[src/rtl/obi_rand_pkg.sv]
// Shared types and helpers for the randomized OBI responder.
package obi_rand_pkg;

   localparam int OBI_ADDR_W        = 32;
   localparam int OBI_DATA_W        = 32;
   localparam int DEFAULT_STALL_MAX = 4;

   // Request fields that must stay stable while a request waits for its grant.
   typedef struct packed {
      logic [OBI_ADDR_W-1:0]   addr;
      logic                    we;
      logic [OBI_DATA_W/8-1:0] be;
      logic [OBI_DATA_W-1:0]   wdata;
   } obi_req_t;

   // Width of a counter that must hold 0..max_pnd inclusive.
   function automatic int pnd_w(input int max_pnd);
      return (max_pnd < 1) ? 1 : $clog2(max_pnd + 1);
   endfunction

endpackage

[src/rtl/obi_rsp_fifo.sv]
// Small in-order FIFO holding per-transaction metadata between grant and response.
// A push and a pop in the same cycle are accepted even when full or non-empty,
// leaving occupancy unchanged.
module obi_rsp_fifo #(
   parameter int DEPTH = 2,
   parameter int W     = 1
) (
   input  logic         clock,
   input  logic         reset,
   input  logic         push_i,
   input  logic         pop_i,
   input  logic [W-1:0] data_i,
   output logic [W-1:0] head_o,
   output logic         empty_o,
   output logic         full_o
);

   localparam int PW = (DEPTH > 1) ? $clog2(DEPTH) : 1;
   localparam int CW = $clog2(DEPTH + 1);

   logic [W-1:0]  mem [DEPTH];
   logic [PW-1:0] wr_ptr;
   logic [PW-1:0] rd_ptr;
   logic [CW-1:0] count;
   logic          do_push;
   logic          do_pop;

   // Pointers wrap at DEPTH, which need not be a power of two.
   function automatic logic [PW-1:0] ptr_next(input logic [PW-1:0] p);
      return (p == PW'(DEPTH - 1)) ? '0 : p + 1'b1;
   endfunction

   assign empty_o = (count == '0);
   assign full_o  = (count == CW'(DEPTH));
   assign head_o  = mem[rd_ptr];
   assign do_pop  = pop_i && !empty_o;
   assign do_push = push_i && (!full_o || do_pop);

   // Pointer and occupancy bookkeeping.
   always_ff @(posedge clock) begin
      if (reset) begin
         wr_ptr <= '0;
         rd_ptr <= '0;
         count  <= '0;
      end else begin
         if (do_push) wr_ptr <= ptr_next(wr_ptr);
         if (do_pop)  rd_ptr <= ptr_next(rd_ptr);
         if (do_push && !do_pop)      count <= count + 1'b1;
         else if (do_pop && !do_push) count <= count - 1'b1;
      end
   end

   // Storage is written on push; contents are don't-care while empty.
   always_ff @(posedge clock) begin
      if (do_push) mem[wr_ptr] <= data_i;
   end

endmodule

[src/rtl/obi_rand_responder.sv]
// OBI slave model for formal wrappers: grant and response timing come from free
// random stimulus, but are shaped so the core always sees a legal, live slave.
// Core-side protocol violations on an ungranted request latch proto_err_o.
//
// Handshake: a request transfers in a cycle with req_i && gnt_o; its response
// transfers in a later cycle with rvalid_o, in grant order, with no back-pressure.
module obi_rand_responder
   import obi_rand_pkg::*;
#(
   parameter int MAX_PND   = 2,
   parameter int STALL_MAX = DEFAULT_STALL_MAX,
   parameter int DATA_W    = 32,
   parameter int ADDR_W    = 32
) (
   input  logic                       clock,
   input  logic                       reset,
   input  logic                       req_i,
   input  logic [ADDR_W-1:0]          addr_i,
   input  logic                       we_i,
   input  logic [DATA_W/8-1:0]        be_i,
   input  logic [DATA_W-1:0]          wdata_i,
   output logic                       gnt_o,
   output logic                       rvalid_o,
   output logic [DATA_W-1:0]          rdata_o,
   input  logic                       rand_gnt_i,
   input  logic                       rand_rvalid_i,
   input  logic [DATA_W-1:0]          rand_rdata_i,
   output logic [pnd_w(MAX_PND)-1:0]  pnd_cnt_o,
   output logic                       proto_err_o
);

   localparam int               PND_W       = pnd_w(MAX_PND);
   localparam logic [PND_W-1:0] PND_LIMIT   = PND_W'(MAX_PND);
   localparam int               SW          = (STALL_MAX < 1) ? 1 : $clog2(STALL_MAX + 1);
   localparam logic [SW-1:0]    STALL_LIMIT = SW'(STALL_MAX);
   localparam bit               FORCE_EN    = (STALL_MAX != 0);

   // Local view of the request fields at this instance's widths.
   typedef struct packed {
      logic [ADDR_W-1:0]   addr;
      logic                we;
      logic [DATA_W/8-1:0] be;
      logic [DATA_W-1:0]   wdata;
   } req_t;

   logic [PND_W-1:0] pnd_cnt;
   logic [SW-1:0]    gnt_stall;
   logic [SW-1:0]    rv_stall;
   logic             gnt_force;
   logic             rv_force;
   logic             fifo_empty;
   logic             fifo_full;
   logic             head_we;
   logic             hold_vld;
   req_t             hold_req;
   req_t             cur_req;
   logic             proto_err;

   assign cur_req   = {addr_i, we_i, be_i, wdata_i};
   assign gnt_force = FORCE_EN && (gnt_stall == STALL_LIMIT);
   assign rv_force  = FORCE_EN && (rv_stall == STALL_LIMIT);

   // Grant never looks at this cycle's response, so a full count blocks it
   // even when an entry is leaving. Response only ever sees registered count,
   // which rules out a same-cycle response to a fresh grant.
   assign gnt_o    = req_i && (pnd_cnt < PND_LIMIT) && !fifo_full
                     && (rand_gnt_i || gnt_force);
   assign rvalid_o = (pnd_cnt != '0) && !fifo_empty && (rand_rvalid_i || rv_force);
   assign rdata_o  = (rvalid_o && !head_we) ? rand_rdata_i : '0;

   assign pnd_cnt_o   = pnd_cnt;
   assign proto_err_o = proto_err;

   obi_rsp_fifo #(
      .DEPTH (MAX_PND),
      .W     (1)
   ) u_rsp_fifo (
      .clock   (clock),
      .reset   (reset),
      .push_i  (gnt_o),
      .pop_i   (rvalid_o),
      .data_i  (we_i),
      .head_o  (head_we),
      .empty_o (fifo_empty),
      .full_o  (fifo_full)
   );

   // Outstanding count: up on grant, down on response, unchanged on both.
   always_ff @(posedge clock) begin
      if (reset) begin
         pnd_cnt <= '0;
      end else if (gnt_o && !rvalid_o) begin
         pnd_cnt <= pnd_cnt + 1'b1;
      end else if (rvalid_o && !gnt_o) begin
         pnd_cnt <= pnd_cnt - 1'b1;
      end
   end

   // Saturating stall counters that force gnt/rvalid once they reach the limit.
   always_ff @(posedge clock) begin
      if (reset) begin
         gnt_stall <= '0;
         rv_stall  <= '0;
      end else begin
         if (!req_i || gnt_o)              gnt_stall <= '0;
         else if (gnt_stall != STALL_LIMIT) gnt_stall <= gnt_stall + 1'b1;

         if ((pnd_cnt == '0) || rvalid_o)  rv_stall <= '0;
         else if (rv_stall != STALL_LIMIT) rv_stall <= rv_stall + 1'b1;
      end
   end

   // Capture a waiting request and flag it if it is withdrawn or altered.
   always_ff @(posedge clock) begin
      if (reset) begin
         hold_vld  <= 1'b0;
         hold_req  <= '0;
         proto_err <= 1'b0;
      end else if (hold_vld) begin
         if (!req_i || (cur_req != hold_req)) proto_err <= 1'b1;
         if (!req_i || gnt_o)                 hold_vld  <= 1'b0;
      end else if (req_i && !gnt_o) begin
         hold_vld <= 1'b1;
         hold_req <= cur_req;
      end
   end

endmodule

[config.mk]
export PLATFORM = sky130hd
export DESIGN_NAME = obi_rand_responder
export DESIGN_NICKNAME = d
export VERILOG_FILES = /design/src/rtl/obi_rand_pkg.sv /design/src/rtl/obi_rsp_fifo.sv /design/src/rtl/obi_rand_responder.sv
export SDC_FILE = /design/constraint.sdc
export NUM_CORES = 1
export LEC_CHECK = 0
export ABC_AREA = 1
export CAP_MARGIN = 20
export CORE_MARGIN = 4
export CORE_UTILIZATION = 40
export CTS_CLUSTER_SIZE = 25
export DETAILED_ROUTE_END_ITERATION = 8
export PLACE_DENSITY = 0.69
export SETUP_SLACK_MARGIN = 0.4
export SLEW_MARGIN = 20
export SYNTH_ARGS = -nofsm -noshare
export SYNTH_HDL_FRONTEND = slang
export SYNTH_SLANG_ARGS = --single-unit
export TNS_END_PERCENT = 5
[constraint.sdc]
create_clock -name clock -period 4.3 [get_ports clock]
set_input_delay 0.43 -clock clock [delete_from_list [all_inputs] [get_ports clock]]
set_output_delay 0.43 -clock clock [all_outputs]
set_load 0.05 [all_outputs]
==> impl_metrics.ini, run 1 <==
[status]
status = complete, no violations

[critical_path]
crit_chain = inv_1 > ha_1 > nand2_1 > a21oi_1 > o21a_1 > nand2_1 > nor2_1 > clkdlybuf4s50_1
path_class = reg2out
r2r_cells = 9
start_kind = register
crit_required_ns = 3.87
cp-end-kind = output pin
worst_path_most_repeated_cell = nand2_1
cp_max_fo = 32
slowest_stage = clkdlybuf4s50_1
max_stage_delay_ns = 0.84
critPathArrivalTime_ns = 3.02

[place]
dp_hpwl_um = 8240
gp_congestion = 0.737
io_buffers = 142
pre_cts_ws_ns = 0.943

[timing]
timing.final.ws_setup_ns = 0.851
worst_slew_pin_slew_ns = 0.914
clock_skew_ns = 0.00687
hold_viol = 0
fin_crit_ns = 3.45
fin_crit_sh = 0.802
setup_viol = 0
grt_setup_unrepaired = false
fmax_mhz = 290
slew_headroom = 0.389
drv_slew = 0
final.setup.tns_ns = 0

[detailed_routing]
drtPass1Iterations = 6
drt-total-wl_um = 11000
drt_iter0_drc = 242
num_vias = 4555
vias_per_cell = 4.44
ant_nets = 0
drc = 0
routedWlPerCell_um = 10.7

[clocking]
clkSlewWorstSetupHoldPaths_ns = 0.06
cts.repair.resized = 0
cts_sinks = 86
post_cts.repair.setup_buffers = 0
htree_levels = 3
clk_latency_ns = 0.33
cts_tree = done
root_buffer = clkbuf_16
postCtsHoldBufs = 0
numCtsBuffers = 9
cts_max_path_buffers = 2

[global_route]
antenna_found_initial = 0
grt_max_degree = 68
grt_usage = 0.157
overflow = 0
grt_pass1_wl_um = 18400
grt_pass1_vias = 3976

[power]
comb_power_share = 0.258
p_per_area_nw_per_um2 = 331
p_int_uw = 1520
seq_power_share = 0.420
switchingPower_uw = 671
power.leakage_uw = 0.00298
power_uw = 2190
p_sw_frac = 0.306
ir_drop_v = 0.000194
pwr-share-clk = 0.322

[floorplan]
num_rows = 40
die_h_um = 119
io_pins = 143
die_area_um2 = 14100
die_w_um = 119
initial_core_util = 0.407
core_area_um2 = 12000

[logic_synthesis]
synth_top_area_share = 0.344
syn-num-nets = 856
ys_ff_latch = 86
synth_area_um2 = 4890
synthArstFlopShare = 0
yosysWarnings = 0
synth_ff_type = dfxtp_1
synth.distinct_cells = 27
synth_edf_count = 2
synth.avg_cell_area_um2 = 6.57
syn_inst = 744
synth_top_cell_by_area = dfxtp_1
ys_top_cells_by_area = dfxtp_1, nand2_1, inv_1, a21oi_2, nor2_1
ys_seq_area_frac = 0.356

[final_layout]
nNetsFinal = 987
fill_cells = 1152
syn_to_final_growth_pct = 35.6
layout-drive-gt1-share = 0.0841
antenna_cells = 0

[worst_hold_path]
hp-class = reg2reg
min_path_cells = 2

[job]
drv_cap = 0
-- worst max-delay path, delay by kind of cell (launching register included) --
kind / cells / cell delay, ns
buf+inv: 2 / 0.93
simple gates: 3 / 0.92
compound gates: 2 / 0.35
flops: 1 / 0.32
fa+ha+maj: 1 / 0.17
-- final cells by class --
class / instances / area, µm² / share of cell area
multi-input combinational: 461 / 2330 / 0.351
clock buffer: 13 / 240 / 0.0362
tap: 147 / 184 / 0.0277
clock inverter: 3 / 21.3 / 0.00321
inverter: 171 / 642 / 0.0968
timing repair buffer: 146 / 1480 / 0.223
sequential: 86 / 1740 / 0.263
-- power by group through the flow --
| stage | sequential (µW) | combinational [µW] | clock (µW) |
|---|---|---|---|
| finish | 921 | 566 | 706 |
| global route | 931 | 638 | 755 |
| CTS | 922 | 571 | 726 |
| detailed placement | 939 | 568 | 0 |
| global placement | 937 | 562 | 0 |
| floorplan | 947 | 374 | 0 |
-- Yosys cell counts, types with 4 or more instances --
| master | instances |
|---|---|
| nand2_1 | 177 |
| inv_1 | 170 |
| dfxtp_1 | 84 |
| nor2_1 | 78 |
| a21oi_2 | 51 |
| o21ai_1 | 51 |
| o21ai_0 | 34 |
| a21oi_1 | 33 |
| clkbuf_1 | 11 |
| xnor2_1 | 10 |
| buf_4 | 6 |
| buf_6 | 6 |
| ha_1 | 6 |
| nand4_1 | 5 |
| nand3_1 | 4 |
| xor2_1 | 4 |
-- routing by layer --
metal	track usage	share of wire
met1	0.208	0.49
met2	0.247	0.42
met3	0.0474	0.074
met4	0.0442	0.011
met5	0	0
-- through the flow --
step | utilization | cell area (µm²) | instances | hold WS [ns]
6_report | 0.552 | 6630 | 1027 | 0.451
5_1_grt | 0.552 | 6630 | 1027 | 0.474
4_1_cts | 0.552 | 6630 | 1027 | 0.451
3_5_place_dp | 0.530 | 6370 | 1011 | 0.441
3_3_place_gp | 0.530 | 6370 | 1011 | 0.441
2_1_floorplan | - | 4890 | 744 | 0.433
-- cell usage in the layout (no fill, tap or decap), drive strengths merged, types with 5 or more instances in the layout --
| cell | count |
|---|---|
| nand2 | 177 |
| a21oi | 85 |
| dfxtp | 84 |
| xnor2 | 10 |
| nand4 | 5 |
| ha | 6 |
| o21ai | 85 |
| clkdlybuf4s50 | 142 |
| clkbuf | 13 |
| nor2 | 78 |
| inv | 171 |
-- worst paths after layout --
path | start | end | slack, ns
hold / removal | proto_err_o | proto_err_o | 0.45
setup reg to reg | gnt_stall[0] | hold_req[2] | 1.86
hold reg to reg | proto_err_o | proto_err_o | 0.45
setup / recovery | rv_stall[0] | rdata_o[21] | 0.85
-- sequential cells by signal (all words and copies together), names as in the netlist, named ones only --
signal and count:
hold_req 69, gnt_stall 3, rv_stall 3, pnd_cnt_o 2, u_rsp_fifo.count 2, u_rsp_fifo.mem 2
hold_vld 1, proto_err_o 1, u_rsp_fifo.rd_ptr 1, u_rsp_fifo.wr_ptr 1
-- logic make-up (layout without fill, tap and decap cells) --
group           count (synthesis)  count (layout)  synth area share
fa+ha+maj                       6               6            0.0154
flops                          86              86             0.356
compound gates                172             172             0.220
mux                             1               1           0.00205
simple gates                  268             268             0.214
buf+inv                       197             333             0.168
xor+xnor                       14              14            0.0251
Note: power is estimated with default switching activity, not from simulation.
==> run 2: changes to the inputs <==
- PLACE_DENSITY: 0.69 -> 0.72
- clock period: 4.3 -> 3.05 ns (I/O delays scaled with it)
==> impl_metrics.ini, run 2 (synthesized netlist as in run 1, its figures left out) <==
[status]
status = complete, no violations

[global_route]
grt_usage = 0.162
antenna_found_initial = 0
overflow = 0
grt_pass1_wl_um = 19000
grt_max_degree = 49
grt_pass1_vias = 4194

[critical_path]
cpLargestDelayFamily = buffers and inverters
max_stage_delay_ns = 0.85
path_class = reg2out
crit_path_start = gnt_stall[0]
r2r_cells = 11
cp_num_buf_inv = 2
crit_chain = inv_1 > ha_1 > nand2_1 > a21oi_1 > clkdlybuf4s50_1
r2r_start = rv_stall[0]
cp-end-kind = output pin
timing.rr.end = u_rsp_fifo.count[1]
ff2ff_setup_slack_ns = 1.05
cp_max_fo = 5
critPathArrivalTime_ns = 2.22
slowest_stage = clkdlybuf4s50_1
crit_required_ns = 2.74
start_kind = register

[worst_hold_path]
holdPathEnd = proto_err_o
hp-class = reg2reg
holdCritStartpoint = proto_err_o
min_path_cells = 2

[place]
pre_cts_ws_ns = 0.577
io_buffers = 142
gp_congestion = 0.746
dp_hpwl_um = 8660

[power]
ir_drop_v = 0.000340
power_uw = 3260
power.leakage_uw = 0.00317
p_per_area_nw_per_um2 = 463

[final_layout]
final_common_cell = nand2_1
antenna_cells = 0
regMostFlops = hold_req
layout_common_cells = nand2_1, inv_1, clkdlybuf4s50_1, dfxtp_1, nor2_1
layout-drive-gt1-share = 0.126
multi_input_area_um2 = 2330
fill_cells = 1118
reg.largest.list = hold_req: 69 flops, gnt_stall: 3 flops, rv_stall: 3 flops
syn_to_final_growth_pct = 44.0
largest_register_ffs = 69
regArea_um2 = 1740
nNetsFinal = 989

[floorplan]
die_w_um = 119
io_pins = 143
initial_core_util = 0.407
core_area_um2 = 12000
num_rows = 40
die_area_um2 = 14100
die_h_um = 119

[clocking]
clk_latency_ns = 0.33
cts_max_path_buffers = 2
clkSlewWorstSetupHoldPaths_ns = 0.06
cts_sinks = 86
root_buffer = clkbuf_16
cts_tree = done
numCtsBuffers = 9
post_cts.repair.setup_buffers = 0
htree_levels = 3
cts.repair.resized = 0
postCtsHoldBufs = 0

[detailed_routing]
num_vias = 4585
drt_iter0_drc = 217
vias_per_cell = 4.46
drc = 0
drt-total-wl_um = 11300
routedWlPerCell_um = 11.0
ant_nets = 0
drtPass1Iterations = 4

[timing]
final.setup.tns_ns = 0
setup_viol = 0
clock_skew_ns = 0.00981
timing.final.ws_setup_ns = 0.527
fin_crit_ns = 2.52
hold_viol = 0
fin_crit_sh = 0.827
fmax_mhz = 396
drv_slew = 0
slew_headroom = 0.641
worst_slew_pin_slew_ns = 0.536
grt_setup_unrepaired = false

[job]
drv_cap = 0
==> run 2: cell count changes in the layout (fill, tap and decap cells not counted), moves of 2 or more <==
| cell | previous run | this run |
|---|---|---|
| buf_12 | 2 | 36 |
| clkbuf_1 | 4 | 1 |
| clkdlybuf4s50_1 | 142 | 110 |
| clkbuf_8 | 0 | 2 |
==> run 2: how the worst max path moves through the flow <==
stage | to | slack, ns | cells after the start
after floorplan | rdata_o[10] | 0.30 | 6
final | gnt_o | 0.53 | 5
after global routing | rvalid_o | 0.41 | 6
after CTS | gnt_o | 0.48 | 5
after global placement | gnt_o | 0.60 | 4
after detailed placement | gnt_o | 0.58 | 4
==> run 2: metal layers <==
| layer | up-vias | GRT usage | wire, µm | share of wire |
|---|---|---|---|---|
| li1 | 2524 | - | - | - |
| met3 | 5 | 0.0440 | 712 | 0.063 |
| met1 | 1937 | 0.204 | 5440 | 0.48 |
| met5 | - | 0 | 0 | 0 |
| met4 | 0 | 0.0391 | 83 | 0.0073 |
| met2 | 119 | 0.275 | 5080 | 0.45 |
==> run 2: layout make-up <==
type                            instances  area share
Clock inverter                          4     0.00746
Multi-Input combinational cell        461       0.331
Timing Repair Buffer                  148       0.261
Clock buffer                           12      0.0364
Inverter                              171      0.0912
Tap cell                              147      0.0261
Sequential cell                        86       0.247
==> run 2: through the flow <==
step                instances  instance area (µm²)   util  hold slack [ns]
floorplan                 744                 4890      -            0.374
global placement         1013                 6730  0.560            0.439
detailed placement       1013                 6730  0.560            0.450
CTS                      1029                 7040  0.586            0.458
global route             1029                 7040  0.586            0.480
finish                   1029                 7040  0.586            0.453
==> run 2: power by group <==
group          leakage [µW]  internal, µW  switching [µW]
registers          0.000712          1240            55.4
clock network      0.000150           683             445
logic               0.00231           377             457
total               0.00317          2300             958
==> run 2: worst reg2reg max path: cells and delay by family (launching register included) <==
kind	cells	cell delay (ns)
adder cells (fa/ha/maj)	2	0.50
flip-flops	1	0.31
AND/OR/NAND/NOR	1	0.13
buffers and inverters	2	0.14
AO/OA/AOI/OAI	6	0.80
